### src/rtl/seg7_defs_pkg.sv
// rtl/seg7_defs_pkg.sv - shared active-low 7-segment patterns and BCD digit constants
//
// Purpose: one place for the {g,f,e,d,c,b,a} active-low digit patterns used by
// every display block, plus the BCD digit ceiling and a decode helper.
// Ports: none (package).
package seg7_defs;

   localparam logic [6:0] SEG_0   = 7'h40;
   localparam logic [6:0] SEG_1   = 7'h79;
   localparam logic [6:0] SEG_2   = 7'h24;
   localparam logic [6:0] SEG_3   = 7'h30;
   localparam logic [6:0] SEG_4   = 7'h19;
   localparam logic [6:0] SEG_5   = 7'h12;
   localparam logic [6:0] SEG_6   = 7'h02;
   localparam logic [6:0] SEG_7   = 7'h78;
   localparam logic [6:0] SEG_8   = 7'h00;
   localparam logic [6:0] SEG_9   = 7'h10;
   localparam logic [6:0] SEG_OFF = 7'h7F;

   localparam logic [3:0] BCD_9   = 4'd9;

   // Non-BCD codes blank the digit rather than show garbage.
   function automatic logic [6:0] seg7_decode(input logic [3:0] digit);
      case (digit)
         4'd0:    seg7_decode = SEG_0;
         4'd1:    seg7_decode = SEG_1;
         4'd2:    seg7_decode = SEG_2;
         4'd3:    seg7_decode = SEG_3;
         4'd4:    seg7_decode = SEG_4;
         4'd5:    seg7_decode = SEG_5;
         4'd6:    seg7_decode = SEG_6;
         4'd7:    seg7_decode = SEG_7;
         4'd8:    seg7_decode = SEG_8;
         4'd9:    seg7_decode = SEG_9;
         default: seg7_decode = SEG_OFF;
      endcase
   endfunction

endpackage

### src/rtl/bcd_up_counter_2d_digit.sv
// rtl/bcd_up_counter_2d_digit.sv - one BCD digit register that counts up and wraps at a given value
//
// Purpose: single decade (or shorter) digit. Load has priority over increment.
// Ports:
//   clk         in   clock
//   reset       in   synchronous active-low clear
//   inc         in   advance by one (wraps to 0 when at_wrap)
//   load        in   preset digit from load_digit
//   load_digit  in 4 preset value
//   wrap_at     in 4 value after which the digit returns to 0
//   digit       out 4 registered digit
//   at_wrap     out  digit currently equals wrap_at
module bcd_digit_up (
   input  logic       clk,
   input  logic       reset,
   input  logic       inc,
   input  logic       load,
   input  logic [3:0] load_digit,
   input  logic [3:0] wrap_at,
   output logic [3:0] digit,
   output logic       at_wrap
);

   assign at_wrap = (digit == wrap_at);

   always_ff @(posedge clk) begin
      if (!reset) begin
         digit <= 4'd0;
      end else if (load) begin
         digit <= load_digit;
      end else if (inc) begin
         digit <= at_wrap ? 4'd0 : digit + 4'd1;
      end
   end

endmodule

### src/rtl/bcd_up_counter_2d.sv
// rtl/bcd_up_counter_2d.sv - two-digit BCD up counter with prescaler tick, preset load and 7-seg outputs
//
// Purpose: counts 00..MAX_BCD on an internal prescaler tick, wraps to 00 with a
// one-cycle carry, accepts validated BCD presets, drives two active-low digits.
// Ports:
//   clk            in    system clock
//   reset          in    synchronous active-low clear of all state
//   enable         in    count on tick when 1, hold when 0
//   load           in    one-cycle preset request
//   load_val       in  8 BCD preset {tens, ones}
//   count_ones     out 4 ones digit
//   count_tens     out 4 tens digit
//   carry          out   one-cycle pulse on MAX_BCD -> 00
//   load_err       out   one-cycle pulse when a preset is rejected
//   tick           out   one-cycle prescaler tick
//   seg7_out       out 7 ones digit, active-low {g,f,e,d,c,b,a}
//   seg7_tens_out  out 7 tens digit, same encoding
module bcd_up_counter_2d
   import seg7_defs::*;
#(
   parameter int unsigned DIV_EXP  = 22,
   parameter logic [7:0]  MAX_BCD  = 8'h99,
   parameter bit          BLANK_LZ = 1'b0
) (
   input  logic       clk,
   input  logic       reset,
   input  logic       enable,
   input  logic       load,
   input  logic [7:0] load_val,
   output logic [3:0] count_ones,
   output logic [3:0] count_tens,
   output logic       carry,
   output logic       load_err,
   output logic       tick,
   output logic [6:0] seg7_out,
   output logic [6:0] seg7_tens_out
);

   localparam logic [3:0] MAX_ONES = MAX_BCD[3:0];
   localparam logic [3:0] MAX_TENS = MAX_BCD[7:4];
   localparam logic [DIV_EXP-1:0] PRESC_ONE = {{(DIV_EXP-1){1'b0}}, 1'b1};

   logic [DIV_EXP-1:0] prescaler;
   logic               load_ok;
   logic               do_load;
   logic               step;
   logic [3:0]         ones_wrap_at;
   logic               ones_at_wrap;
   logic               tens_at_wrap;
   logic               terminal;

   // Free-running divider; tick is the registered all-ones detect, so it is
   // high for the cycle after the prescaler sits at all-ones.
   always_ff @(posedge clk) begin
      if (!reset) begin
         prescaler <= '0;
         tick      <= 1'b0;
      end else begin
         prescaler <= prescaler + PRESC_ONE;
         tick      <= &prescaler;
      end
   end

   // Both nibbles must be decimal and the whole value within range. For valid
   // BCD a plain binary compare orders the same as the decimal value.
   assign load_ok = (load_val[3:0] <= BCD_9) && (load_val[7:4] <= BCD_9) &&
                    (load_val <= MAX_BCD);
   assign do_load = load && load_ok;

   // A load request (accepted or not) suppresses the step on that edge.
   assign step = tick && enable && !load;

   // In the top decade the ones digit wraps at MAX_BCD's ones, which makes the
   // terminal count a simultaneous wrap of both digits.
   assign ones_wrap_at = (count_tens == MAX_TENS) ? MAX_ONES : BCD_9;
   assign terminal     = ones_at_wrap && tens_at_wrap;

   bcd_digit_up u_ones (
      .clk        (clk),
      .reset      (reset),
      .inc        (step),
      .load       (do_load),
      .load_digit (load_val[3:0]),
      .wrap_at    (ones_wrap_at),
      .digit      (count_ones),
      .at_wrap    (ones_at_wrap)
   );

   bcd_digit_up u_tens (
      .clk        (clk),
      .reset      (reset),
      .inc        (step && ones_at_wrap),
      .load       (do_load),
      .load_digit (load_val[7:4]),
      .wrap_at    (MAX_TENS),
      .digit      (count_tens),
      .at_wrap    (tens_at_wrap)
   );

   always_ff @(posedge clk) begin
      if (!reset) begin
         carry    <= 1'b0;
         load_err <= 1'b0;
      end else begin
         carry    <= step && terminal;
         load_err <= load && !load_ok;
      end
   end

   assign seg7_out      = seg7_decode(count_ones);
   assign seg7_tens_out = (BLANK_LZ && (count_tens == 4'd0)) ? SEG_OFF
                                                             : seg7_decode(count_tens);

endmodule

### config.mk
export PLATFORM = sky130hd
export DESIGN_NAME = bcd_up_counter_2d
export DESIGN_NICKNAME = d
export VERILOG_FILES = /design/src/rtl/seg7_defs_pkg.sv /design/src/rtl/bcd_up_counter_2d_digit.sv /design/src/rtl/bcd_up_counter_2d.sv
export SDC_FILE = /design/constraint.sdc
export NUM_CORES = 1
export LEC_CHECK = 0
export CORE_UTILIZATION = 30
export CTS_CLUSTER_SIZE = 30
export DETAILED_ROUTE_END_ITERATION = 16
export PLACE_DENSITY = 0.49
export SYNTH_ARGS = -nofsm -noshare
export SYNTH_HDL_FRONTEND = slang
export SYNTH_HIERARCHICAL = 1
export SYNTH_SLANG_ARGS = --single-unit
### constraint.sdc
create_clock -name clk -period 2.2 [get_ports clk]
set_input_delay 0.22 -clock clk [delete_from_list [all_inputs] [get_ports clk]]
set_output_delay 0.22 -clock clk [all_outputs]
set_load 0.05 [all_outputs]
==> run_results.csv, run 1 <==
group,metric,value,unit
synthesis,synth_top_area_frac,0.317,
synthesis,syn_inst,251,
die,die_x,85.3,microns
layout,layout_commonest_cell,"dfxtp_1",
layout,layout.cells.non_filler,384,
layout,final_cell_area,2750,sq um
die,initial_core_util,0.308,
placement,dpl-instance-area,2670,sq um
synthesis,netlist_area,2080,sq um
critical_path,rr_worst_depth,5,
die,rows,30,
synthesis,yosysWarnings,6,
min_path,hp-class,"reg2reg",
timing,hold_violations,0,
clock_tree,cts_max_level,2,
critical_path,end_kind,"flop",
timing,max_freq,0.490,GHz
global_routing,grt_pass1_vias,1645,
global_routing,grt_overflow,0,
critical_path,startpoint_type,"flop",
timing,hold_slack,0.486,ns
timing,setup_viol,0,
drt,post_drt_wl_per_cell,11.3,microns
pwr,leakage,1.09,nW
clock_tree,tritoncts,"yes",
pwr,total_power,1.44,mW
die,pin_count,37,
timing,rsz0062_at_grt,"no",
layout,final_nets,328,
synthesis,synth_seq_cells,33,
drt,route.detailed.drc,0,
clock_tree,cts_buffers,5,
drt,drt_first_iter_violations,64,
critical_path,cp.arrival,2.26,ns
die,core_area,6760,sq um
placement,portBuffers,36,
pwr,p_per_area,525,nW/um^2
synthesis,async_flop_share,0,
placement,post-place-cells,376,
placement,gp_congestion,0.731,
timing,fin_crit,2.04,ns
clock_tree,cts_resized,0,
global_routing,antenna_found_initial,0,
timing,report.final.slew_viol_count,0,
clock_tree,cts_root_buf,"clkbuf_8",
layout,drive_above_1_share,0.138,
die,dieArea,7280,sq um
drt,ant_nets,0,
pwr,ir_drop,0.266,mV
clock_tree,cts_buffer_depth,2,
flow_run,maxCapViolCount,0,
clock_tree,path_clk_slew,0.07,ns
global_routing,grt_usage,0.128,
layout,area_delta_synth_final,32.0,%
timing,fin_crit_sh,0.927,
clock_tree,postCtsSetupRepairBufs,0,
layout,final_cell_mix,"dfxtp_1, nand2_1, clkdlybuf4s50_1, buf_4, o21ai_0",
critical_path,critPathCapture,"prescaler[16]",
global_routing,grt_max_degree,20,
synthesis,yosysUniqueCellTypes,35,
synthesis,ys_seq_area_frac,0.317,
clock_tree,ctsHoldBuffers,0,
critical_path,reg2reg_slack,0.16,ns
timing,setup_ws,0.160,ns
synthesis,synth_ff_type,"dfxtp_1",
critical_path,startpoint,"prescaler[0]",
drt,viasPerCell,4.78,
clock_tree,clk_latency,0.28,ns
drt,first_pass_iters,4,
synthesis,synth.largest_area_cell,"dfxtp_1",
synthesis,netlist_top_cells_area,"dfxtp_1, ha_1, xor2_1, o21ai_0, and2_1",
die,die_h,85.3,microns
placement,dpl_worst_slack,0.171,ns
timing,finClkSkew,0.00718,ns
critical_path,crit_fanout,8,
critical_path,rr_endpoint,"prescaler[16]",
global_routing,grt_first_pass_wirelength,7560,microns
layout,antenna_cells,0,
critical_path,path_class,"reg2reg",
synthesis,synth.avg_cell_area,8.30,sq um
synthesis,synth_edf_count,0,
critical_path,worst_ep_required_time,2.42,ns
placement,post-dp-hpwl,3240,microns
drt,vias,1835,
critical_path,worstReg2RegStart,"prescaler[0]",
clock_tree,cts.sinks,33,
status,status,"completed",
drt,wl,4340,microns
## how the worst min path moves through the flow
stage | startpoint | endpoint | slack, ns | cells past startpoint
4_1_cts | prescaler[20] | prescaler[20] | 0.49 | 2
5_1_grt | prescaler[20] | prescaler[20] | 0.51 | 2
3_3_place_gp | prescaler[20] | prescaler[20] | 0.46 | 2
2_1_floorplan | load | load_err | 0.37 | 1
6_report | prescaler[21] | prescaler[21] | 0.49 | 2
3_5_place_dp | prescaler[21] | prescaler[21] | 0.47 | 2
## critical path: stages, from the launching register on
cell and delay [ns]:
dfxtp_1 0.40, ha_1 0.22, nand3_2 0.17, or4_1 0.67
or3_1 0.38, a21boi_1 0.14
## cell families after synthesis
kind of cell             share of synthesized area
flip-flops                                   0.317
XOR/XNOR                                    0.0967
adder cells (fa/ha/maj)                     0.0781
AO/OA/AOI/OAI                                0.178
multiplexers                               0.00961
AND/OR/NAND/NOR                              0.281
other                                      0.00360
buffers and inverters                       0.0360
## cells in the mapped netlist, types with 3 or more instances
library cell,count
dfxtp_1,33
nand2_1,23
o21ai_0,19
xor2_1,15
and2_1,14
a21oi_1,13
ha_1,13
inv_1,13
nor2_1,13
nor3b_1,8
xnor2_1,8
clkbuf_1,7
nand3_1,7
or3_1,7
o22ai_1,6
a21boi_0,5
a31oi_1,4
nand4_1,4
nor2b_1,4
nor3_1,4
a21boi_1,3
and3_1,3
and4_1,3
nand2b_1,3
or4_1,3
## cell type report
| type | count | area [sq um] |
|---|---|---|
| timing repair buffer | 46 | 475 |
| clock buffer | 6 | 72.6 |
| sequential | 33 | 661 |
| multi-input combinational | 204 | 1380 |
| fill | 702 | 4010 |
| tap | 80 | 100 |
| clock inverter | 2 | 10.0 |
| inverter | 13 | 48.8 |
## metal layers
metal	up-vias	GRT usage	share of wire	routed length (microns)
met3	5	0.0350	0.045	194
met1	826	0.179	0.53	2280
met4	0	0.0364	0.010	45
met2	33	0.194	0.42	1820
li1	971	-	-	-
met5	-	0	0	0
## stage by stage
step | util | TNS [ns]
5_1_grt | 0.407 | 0
6_report | 0.407 | 0
2_1_floorplan | - | -0.343
3_5_place_dp | 0.395 | 0
4_1_cts | 0.407 | 0
3_3_place_gp | 0.395 | 0
## registers in the layout, summed over array words and instances, names as in the netlist
register / cells
carry: 1
u_tens/digit: 4
u_ones/digit: 4
tick: 1
load_err: 1
prescaler: 22
## power breakdown
part | internal (mW) | total (mW) | leakage (nW) | switching (mW)
registers | 0.610 | 0.623 | 0.267 | 0.0132
logic | 0.149 | 0.386 | 0.782 | 0.237
clock network | 0.219 | 0.436 | 0.0450 | 0.216
total | 0.978 | 1.44 | 1.09 | 0.466
No activity file was read; power rests on OpenSTA's default activity.
==> inputs of run 2 (changes only) <==
CTS_CLUSTER_DIAMETER = 80   (was not set)
==> results of run 2 <==
Same layout as run 1: the final DEF is identical, and so are final timing and power.
==> inputs of run 3 (changes only) <==
SETUP_SLACK_MARGIN = 0.1   (was not set)
==> run 3 against run 2 <==
  * Combinational power decreased by 4%
  * Clock-buffer cell count up 2
  * Worst setup slack gained 0.063 ns
  * Core utilization is 0.37 points lower
  * Clock power up 0.9%
  * First-iteration DRC count down 9.4%
  * Fmax rose by 3.2%
  * Critical path type is now reg2out
  * Sequential power rose by 1%
  * Sequential share of layout area rose by 0.59 points
==> run_results.csv, run 3 (synthesis gave the netlist of run 1 again) <==
group,metric,value,unit
pwr,p_per_area,529,nW/um^2
critical_path,crit_path_top_delay_cell,"dfxtp_4",
layout,final_nets,323,
clock_tree,cts_resized,1,
timing,relSlewSlack,0.651,
global_routing,grt_max_degree,37,
placement,portBuffers,36,
drt,route.detailed.drc,0,
clock_tree,cts_buffer_depth,2,
drt,vias,1864,
layout,top_regs,"prescaler: 22 flops, u_ones/digit: 4 flops, u_tens/digit: 4 flops",
clock_tree,cts_root_buf,"clkbuf_8",
pwr,ir_drop,0.302,mV
clock_tree,path_clk_slew,0.07,ns
critical_path,startpoint_type,"flop",
min_path,hold_depth,2,
timing,fin_crit,1.98,ns
global_routing,grt_usage,0.130,
drt,viasPerCell,4.92,
global_routing,grt_pass1_vias,1655,
layout,layout_commonest_cell,"dfxtp_1",
min_path,hp-class,"reg2reg",
timing,report.final.slew_viol_count,0,
placement,post-dp-hpwl,3210,microns
critical_path,reg2reg_slack,0.29,ns
layout,drive_above_1_share,0.144,
critical_path,crit_family,"flip-flops",
die,core_area,6760,sq um
timing,max_freq,0.506,GHz
die,dieArea,7280,sq um
layout,area_delta_synth_final,30.8,%
timing,tightestPinTransition,0.523,ns
drt,route.met2.wl,2020,microns
critical_path,crit_fanout,10,
clock_tree,cts_buffers,5,
clock_tree,clk_latency,0.29,ns
timing,finClkSkew,0.00874,ns
drt,first_pass_iters,4,
drt,drt_first_iter_violations,58,
die,initial_core_util,0.308,
min_path,hp-start,"prescaler[21]",
layout,final_cell_mix,"dfxtp_1, nand2_1, clkdlybuf4s50_1, o21ai_0, xor2_1",
drt,ant_nets,0,
critical_path,rr_endpoint,"prescaler[18]",
drt,post_drt_wl_per_cell,12.0,microns
layout,utilization,0.403,
drt,wl_met1,2290,microns
die,die_h,85.3,microns
global_routing,antenna_found_initial,0,
timing,hold_violations,0,
layout,antenna_cells,0,
clock_tree,tritoncts,"yes",
drt,wl_met3,177,microns
timing,fin_crit_sh,0.899,
global_routing,grt_overflow,0,
clock_tree,cts.sinks,33,
clock_tree,cts_max_level,2,
critical_path,worstReg2RegStart,"prescaler[0]",
die,pin_count,37,
layout,largest_reg_flops,22,
drt,wl,4560,microns
timing,hold_slack,0.479,ns
placement,gp_congestion,0.755,
critical_path,cp.depth,6,
die,rows,30,
clock_tree,ctsHoldBuffers,0,
critical_path,rr_worst_depth,5,
critical_path,max_stage_delay,0.42,ns
critical_path,crit_buf_inv,2,
pwr,leakage,1.08,nW
global_routing,grt_first_pass_wirelength,7490,microns
critical_path,path_class,"reg2out",
drt,routed.top_layer,"met4",
flow_run,maxCapViolCount,0,
timing,setup_viol,0,
layout,regMostFlops,"prescaler",
critical_path,cp.arrival,1.76,ns
min_path,hold_end,"prescaler[21]",
timing,rsz0062_at_grt,"no",
critical_path,cp_cell_sequence,"inv_1 -> ha_1 -> or2_2 -> a21oi_1 -> a31oi_1 -> buf_4",
critical_path,worst_ep_required_time,1.98,ns
die,die_x,85.3,microns
status,status,"completed",
clock_tree,postCtsSetupRepairBufs,0,
critical_path,end_kind,"output port",
[run 3: changes by cell type in the layout (fill, tap and decap cells not counted), sizes merged]
cell           delta
buf               -5
clkinv            -2
dlymetal6s2s      +1
clkdlybuf4s50     -1
clkbuf            +2
[run 3: layout make-up]
cell class | instances | area, sq um
Fill cell | 703 | 4030
Multi-Input combinational cell | 204 | 1400
Sequential cell | 33 | 671
Timing Repair Buffer | 41 | 428
Tap cell | 80 | 100
Clock buffer | 8 | 80.1
Inverter | 13 | 48.8
[run 3: report_power, final]
group          internal, mW  total (mW)  switching (mW)
Sequential            0.609       0.632          0.0228
Combinational         0.140       0.370           0.230
Clock                 0.225       0.440           0.215
[run 3: worst min-delay path, cell delays in order, from the launching register on]
cell and delay (ns):
dfxtp_1 0.32, o31ai_1 0.06, a21boi_1 0.05
[run 3: routing by layer]
metal | global-route usage | vias up
met1 | 0.172 | 862
li1 | - | 960
met4 | 0.0591 | 0
met2 | 0.202 | 37
met3 | 0.0311 | 5
met5 | 0 | -
[run 3: worst max path at each step]
stage,slack (ns),start,to
after floorplan,-0.13,u_ones/digit[1],seg7_out[3]
after global placement,0.26,u_ones/digit[0],u_tens/digit[3]
after detailed placement,0.29,prescaler[0],prescaler[16]
after CTS,0.10,u_tens/digit[1],seg7_tens_out[0]
after global routing,0.13,u_ones/digit[1],seg7_out[3]
final,0.22,u_ones/digit[1],seg7_out[3]
[run 3: metrics by stage]
stage | instance area, sq um | power [mW] | setup WS, ns | setup TNS (ns) | std cells
after floorplan | 2130 | 0.881 | -0.131 | -0.343 | 257
after global placement | 2630 | 1.02 | 0.256 | 0 | 371
after detailed placement | 2630 | 1.02 | 0.294 | 0 | 371
after CTS | 2710 | 1.47 | 0.104 | 0 | 379
after global routing | 2730 | 1.52 | 0.128 | 0 | 379
final | 2730 | 1.44 | 0.223 | 0 | 379
